--- src/rtl/bcd_to_bin.sv ---
// -----------------------------------------------------------------------------
// bcd_to_bin
//
// Sequential packed-BCD to unsigned-binary converter using reverse
// double-dabble: the digits are loaded above a BW-bit binary field, then on
// each of BW clocks the whole register shifts right by one and every BCD
// digit that reads >= 8 has 3 subtracted. After BW shifts the binary field
// holds the result. One bit is resolved per clock, so latency is BW clocks
// from the capture edge.
//
// Optional build macro:
//   BCD_CHECK_EN  - when defined, a request carrying any digit > 9 completes
//                   immediately on the capture edge with bin_out=0, err=1
//                   and no SHIFT phase. When undefined, err is tied to 0 and
//                   invalid digits are converted like any other input.
//
// Ports:
//   clk     in   rising-edge system clock
//   clear   in   asynchronous active-high reset
//   start   in   conversion request, honoured only while busy=0
//   bcd_in  in   4*NDIG packed digits, [3:0]=ones, [7:4]=tens, ...
//   bin_out out  BW-bit result, held until the next completion
//   busy    out  high while a conversion is in progress
//   done    out  one-cycle pulse in the cycle bin_out takes a new value
//   err     out  invalid-digit flag for the last conversion
// -----------------------------------------------------------------------------
module bcd_to_bin #(
  parameter int NDIG = 3,
  parameter int BW   = 10
) (
  input  logic              clk,
  input  logic              clear,
  input  logic              start,
  input  logic [4*NDIG-1:0] bcd_in,
  output logic [BW-1:0]     bin_out,
  output logic              busy,
  output logic              done,
  output logic              err
);

  localparam int SW = 4*NDIG + BW;
  // Sized to hold BW itself so the final increment does not wrap.
  localparam int CW = $clog2(BW + 1);
  localparam logic [CW-1:0] LAST = CW'(BW - 1);

  localparam logic [0:0] ST_IDLE  = 1'b0;
  localparam logic [0:0] ST_SHIFT = 1'b1;

  logic [0:0]    state_q, state_d;
  logic [SW-1:0] sr_q,    sr_d;
  logic [CW-1:0] cnt_q,   cnt_d;
  logic [BW-1:0] bin_q,   bin_d;
  logic          busy_q,  busy_d;
  logic          done_q,  done_d;
  logic [SW-1:0] sr_step;

  // One reverse double-dabble iteration: shift right, then pull every digit
  // that crossed into 8..15 back by 3 (the inverse of the forward add-3).
  always_comb begin
    sr_step = sr_q >> 1;
    for (int i = 0; i < NDIG; i++) begin
      if (sr_step[BW + 4*i +: 4] >= 4'd8) begin
        sr_step[BW + 4*i +: 4] = sr_step[BW + 4*i +: 4] - 4'd3;
      end
    end
  end

`ifdef BCD_CHECK_EN
  logic err_q, err_d;
  logic bad_digit;

  always_comb begin
    bad_digit = 1'b0;
    for (int i = 0; i < NDIG; i++) begin
      if (bcd_in[4*i +: 4] > 4'd9) bad_digit = 1'b1;
    end
  end
`endif

  always_comb begin
    // NOTE: every signal gets its hold value first so no path through the
    // case leaves one unassigned, which would otherwise infer a latch.
    state_d = state_q;
    sr_d    = sr_q;
    cnt_d   = cnt_q;
    bin_d   = bin_q;
    busy_d  = busy_q;
    done_d  = 1'b0;
`ifdef BCD_CHECK_EN
    err_d   = err_q;
`endif

    case (state_q)
      ST_IDLE: begin
        if (start) begin
`ifdef BCD_CHECK_EN
          if (bad_digit) begin
            // Reject on the capture edge; busy never rises.
            bin_d  = '0;
            err_d  = 1'b1;
            done_d = 1'b1;
          end else begin
            err_d   = 1'b0;
`else
          begin
`endif
            sr_d    = {bcd_in, {BW{1'b0}}};
            cnt_d   = '0;
            busy_d  = 1'b1;
            state_d = ST_SHIFT;
          end
        end
      end

      ST_SHIFT: begin
        sr_d  = sr_step;
        cnt_d = cnt_q + CW'(1);
        if (cnt_q == LAST) begin
          bin_d   = sr_step[BW-1:0];
          done_d  = 1'b1;
          busy_d  = 1'b0;
          state_d = ST_IDLE;
        end
      end

      default: begin
        state_d = ST_IDLE;
        busy_d  = 1'b0;
      end
    endcase
  end

  // NOTE: state is updated with non-blocking assignments so every flop
  // samples the pre-edge values, independent of statement order.
  always_ff @(posedge clk or posedge clear) begin
    if (clear) begin
      state_q <= ST_IDLE;
      sr_q    <= '0;
      cnt_q   <= '0;
      bin_q   <= '0;
      busy_q  <= 1'b0;
      done_q  <= 1'b0;
    end else begin
      state_q <= state_d;
      sr_q    <= sr_d;
      cnt_q   <= cnt_d;
      bin_q   <= bin_d;
      busy_q  <= busy_d;
      done_q  <= done_d;
    end
  end

`ifdef BCD_CHECK_EN
  always_ff @(posedge clk or posedge clear) begin
    if (clear) err_q <= 1'b0;
    else       err_q <= err_d;
  end

  assign err = err_q;
`else
  assign err = 1'b0;
`endif

  assign bin_out = bin_q;
  assign busy    = busy_q;
  assign done    = done_q;

endmodule

--- config.mk ---
export PLATFORM = sky130hd
export DESIGN_NAME = bcd_to_bin
export DESIGN_NICKNAME = d
export VERILOG_FILES = /design/src/rtl/bcd_to_bin.sv
export SDC_FILE = /design/constraint.sdc
export NUM_CORES = 1
export LEC_CHECK = 0
export ABC_AREA = 1
export BUFFER_PORTS_ARGS = -buffer_cell sky130_fd_sc_hd__buf_2
export CAP_MARGIN = 20
export CORE_UTILIZATION = 55
export DETAILED_ROUTE_END_ITERATION = 6
export PLACE_DENSITY = 0.79
export SYNTH_ARGS = -nofsm -noshare
export SYNTH_HDL_FRONTEND = slang
export SYNTH_SLANG_ARGS = --single-unit
--- constraint.sdc ---
create_clock -name clk -period 2.75 [get_ports clk]
set_clock_uncertainty 0.15 [all_clocks]
set_input_delay 0.55 -clock clk [delete_from_list [all_inputs] [get_ports clk]]
set_output_delay 0.55 -clock clk [all_outputs]
set_load 0.02 [all_outputs]
# == Word-level counts from Yosys, hierarchy flattened ==
# Cells that the tools add are included.
# Widths: inputs -> output; s select.
# totals
wordCells,34
register_bits,39
input_bits,15
output_inout_bits,13
# op_classes
magnitude_cmp,3
eq_ne,3
n_reduce_logical,2
bitwise_logic,1
muxes,15
n_addsub,4
# op_table
op,count
$pmux 22 s2,1
$mux 22,1
$mux 4,4
$ge 4x4->1 const B,2
$pmux 4 s2,1
$sub 4x2->4 const B,2
$mux 1,6
$add 4x1->4 const B,1
$eq 4x4->1 const B,1
$ge 3x4->1 const B,1
$pmux 1 s2,2
$reduce_and 2->1,2
$sub 3x2->4 const B,1
$ne 2x1->1 const B,1
$ne 2x2->1 const B,1
$not 1->1,1

# == Longest topological paths before layout ==
# logic_depth
ltp_word,3
ltp_mapped,6
mapped_depth_nobuf,6

# == Worst setup path before layout ==
# Ideal clock, no wire load.
# synth_path
path_type,reg-to-reg
start,register cnt_q[1]
end,register bin_q[1] (netlist: bin_out[1])
t_required_ps,2479
period_less_slack_ps,1277
setup_slack_ps,1473
path_stages_with_launch,7
path_buffers,1
setup_time_ps,121
arrival_time_ps,1006
cell_sequence,dfrtp_1 inv_1 ha_1 nand4_4 buf_2 nand2_1 o21ai_1
# synth_via
elab_chain_len,2
# synth_lines
item,line,rtl
"start, declared",51,"logic [CW-1:0] cnt_q, cnt_d;"
"start signal, assigned",146,cnt_q <= cnt_d;
$eq 4x4->1,118,if (cnt_q == LAST) begin
$reduce_and 2->1 (no source line),-,
"end signal, assigned",147,bin_q <= bin_d;
"end, declared",52,"logic [BW-1:0] bin_q, bin_d;"
# Every way passes these cells.
# A chain may end at the register's enable or synchronous reset.

# == Worst setup path in the final report ==
# layout_path
start,register state_q
end,register sr_q[15]
# layout_via
elab_chain_len,2
elab_cells_between_ends,3
classes_between,eq/ne (1); mux (1); bitwise (1)
# layout_lines
item,line,rtl
"start, declared",49,"logic [0:0] state_q, state_d;"
"start signal, assigned",144,state_q <= state_d;
$not 1->1,-,
$pmux 22 s2 or $ne 2x2->1 (tied branches),-,
"end signal, assigned",145,sr_q <= sr_d;
"end, declared",50,"logic [SW-1:0] sr_q, sr_d;"
# Several ways; a longest one is shown, not always the timed one.

==> flow_summary_export.csv <==
group,metric,value,unit
run_status,outcome,"finished, violations left",
run_status,failed_checks,"DRC",
synth,ys_warn_count,0,
grt,antenna_found_initial,0,
grt,grt_pass1_wl,5623,um
worst_setup_path,crit_arrival,1960,ps
sta,tns,0,ps
floorplanning,fp.dieH,57.93,um
synth,synth_top_area_cell,"dfrtp_1",
cts,cts_setup_buffers,0,
layout,design_area,0.001922,mm2
layout,mostFrequentLayoutCells,"nand2_1, dfrtp_1, inv_1, buf_2, o21ai_1",
cts,clk_pin_slew,110,ps
cts,cts-buffers-inserted,5,
synth,avgSynthCellArea,9.007,um2
power_and_ir_drop,vdd_drop_max,0.5071,mV
worst_setup_path,worst_r2r_path_depth,4,
worst_setup_path,r2r_start,"state_q",
drt,routed_wl,3197,um
layout,drive_above_1_share,18.89,%
flow_run,cap_violations,0,
worst_setup_path,crit_fanout,17,
cts,htree_levels,2,
worst_setup_path,setup.worst_path.class,"register to register",
grt,track_usage,22.54,%
worst_setup_path,worst_setup_path_start_kind,"register",
floorplanning,rows,19,
drt,firstDrtPassIters,7,
cts,cts_tree,"done",
layout,fillers,226,
floorplanning,start_util,60.31,%
sta,rsz0062_at_grt,"false",
sta,worstMarginPinSlew,754.6,ps
sta,slew_violations,0,
cts,cts_root_buffer,"clkbuf_4",
layout,final_common_cell,"nand2_1",
grt,gr-total-overflow,0,
cts,ctsHoldBuffers,0,
floorplanning,io_pins,28,
synth,synth_cell_type_count,20,
worst_setup_path,r2r-end,"sr_q[15]",
floorplanning,die_w,57.93,um
min_path,hold_class,"primary input to asynchronous set/reset pin",
worst_setup_path,critPathCaptureType,"register",
worst_setup_path,rrSetupSlack,900,ps
cts,clkLatencyLatePin,340,ps
synth,synth_area_leaders,"dfrtp_1, nand2_1, inv_1, ha_1, o21ai_1",
grt,grt_max_degree,39,
synth,netlist_area,0.001720,mm2
synth,seq_area_frac_synth,55.27,%
layout,nNetsFinal,238,
placed_design,globalplace.congestion,0.8230,
cts,ctsResizeCount,0,
drt,ant_nets,0,
sta,slew_headroom,49.69,%
layout,area_delta_synth_final,11.71,%
floorplanning,core_area,0.002853,mm2
power_and_ir_drop,leakagePower,0.9995,nW
placed_design,placedInstanceArea,0.001841,mm2
synth,synthCells,191,
drt,drc_errors,2,
cts,cts_buffer_depth,2,
drt,dr.first_iter.drc_count,74,
drt,vias,1331,
drt,vias_per_cell,5.367,
sta,fin_crit,1851,ps
synth,synth_top_area_share,55.27,%
worst_setup_path,worstPathRequired,2860,ps
cts,cts.sinks,38,
sta,max_freq,540.2,MHz
grt,grt_pass1_vias,1326,
placed_design,dp_hpwl,2259,um
sta,setup_viol,0,
sta,finalCritPeriodShare,67.31,%
power_and_ir_drop,power.density,1072,mW/mm2
drt,post_drt_wl_per_cell,12.89,um
floorplanning,dieArea,0.003356,mm2
sta,hold_violations,0,
placed_design,io_buffers,26,
layout,diodes,0,
synth,ys_ff_latch,38,
synth,syn-num-nets,212,
==> where the power goes <==
part	internal (mW)	leakage [nW]	total [mW]	switching, mW
clock	0.212	0.0443	0.387	0.175
combinational	0.272	0.471	0.738	0.467
sequential	0.780	0.484	0.936	0.156
total	1.26	1.00	2.06	0.798
==> per-layer routing <==
metal	vias up	part of all wire (%)	global-route usage [%]
met4	0	2.8	14.63
met2	41	48	35.96
met1	622	45	27.59
met3	10	4.3	5.134
met5	-	0	0
li1	658	-	-
==> how the worst max path moves through the flow <==
stage	start	to	slack, ps	depth (start not counted)
after CTS	state_q	sr_q[15]	970	4
after detailed placement	state_q	sr_q[10]	990	3
after floorplan	clear	bin_out[0]	1190	1
after global placement	state_q	sr_q[15]	1060	4
final	state_q	sr_q[15]	900	4
after global routing	state_q	sr_q[10]	810	3
==> layout make-up <==
class                           instances  area (um2)  share of cell area (%)
Sequential cell                        38       950.9                   49.48
Multi-Input combinational cell        116       604.3                   31.45
Timing Repair Buffer                   27       137.6                   7.161
Inverter                               29       108.9                   5.664
Clock buffer                            6       51.30                   2.669
Tap cell                               31       38.79                   2.018
Clock inverter                          1       30.03                   1.563
==> state kept, by name, indices dropped and copies added (netlist names) <==
name	flops
state_q	1
busy	1
sr_q	21
done	1
bin_out	10
cnt_q	4
==> per-stage QoR <==
stage	utilization (%)	setup WS [ps]	cells	hold WS (ps)	power [mW]
2_1_floorplan	-	1189	191	312.3	1.494
3_3_place_gp	64.52	1062	241	317.9	1.633
3_5_place_dp	64.52	991.0	241	322.5	1.686
4_1_cts	67.37	966.6	248	165.1	2.073
5_1_grt	67.37	810.5	248	199.9	2.219
6_report	67.37	898.9	248	155.2	2.061
==> cells in the mapped netlist <==
cell,n
buf_4,4
o21ai_0,4
ha_1,6
nor2_1,8
nand4_1,1
inv_1,26
conb_1,1
dfrtp_1,38
o22ai_1,10
a21oi_1,2
buf_2,3
nand4_4,1
o211ai_1,4
buf_6,1
nand3_1,11
o21ai_1,14
inv_2,3
nand2_2,1
nand2_1,51
nor2_4,2
==> critical path, stage by stage (launching register included) <==
cell,delay [ps]
dfrtp_1,850
inv_2,270
nand2_2,310
nor2_1,70
a21oi_1,120
==> kinds of logic (layout without fill, tap and decap cells) <==
| kind of cell | after synthesis | count (layout) | share of synthesized area, % |
|---|---|---|---|
| compound gates | 34 | 34 | 11.20 |
| fa+ha+maj | 6 | 6 | 4.364 |
| buf+inv | 37 | 63 | 9.600 |
| flops | 38 | 38 | 55.27 |
| other cells | 1 | 1 | 0.2180 |
| simple gates | 75 | 75 | 19.35 |
(Power assumes the default switching activity.)
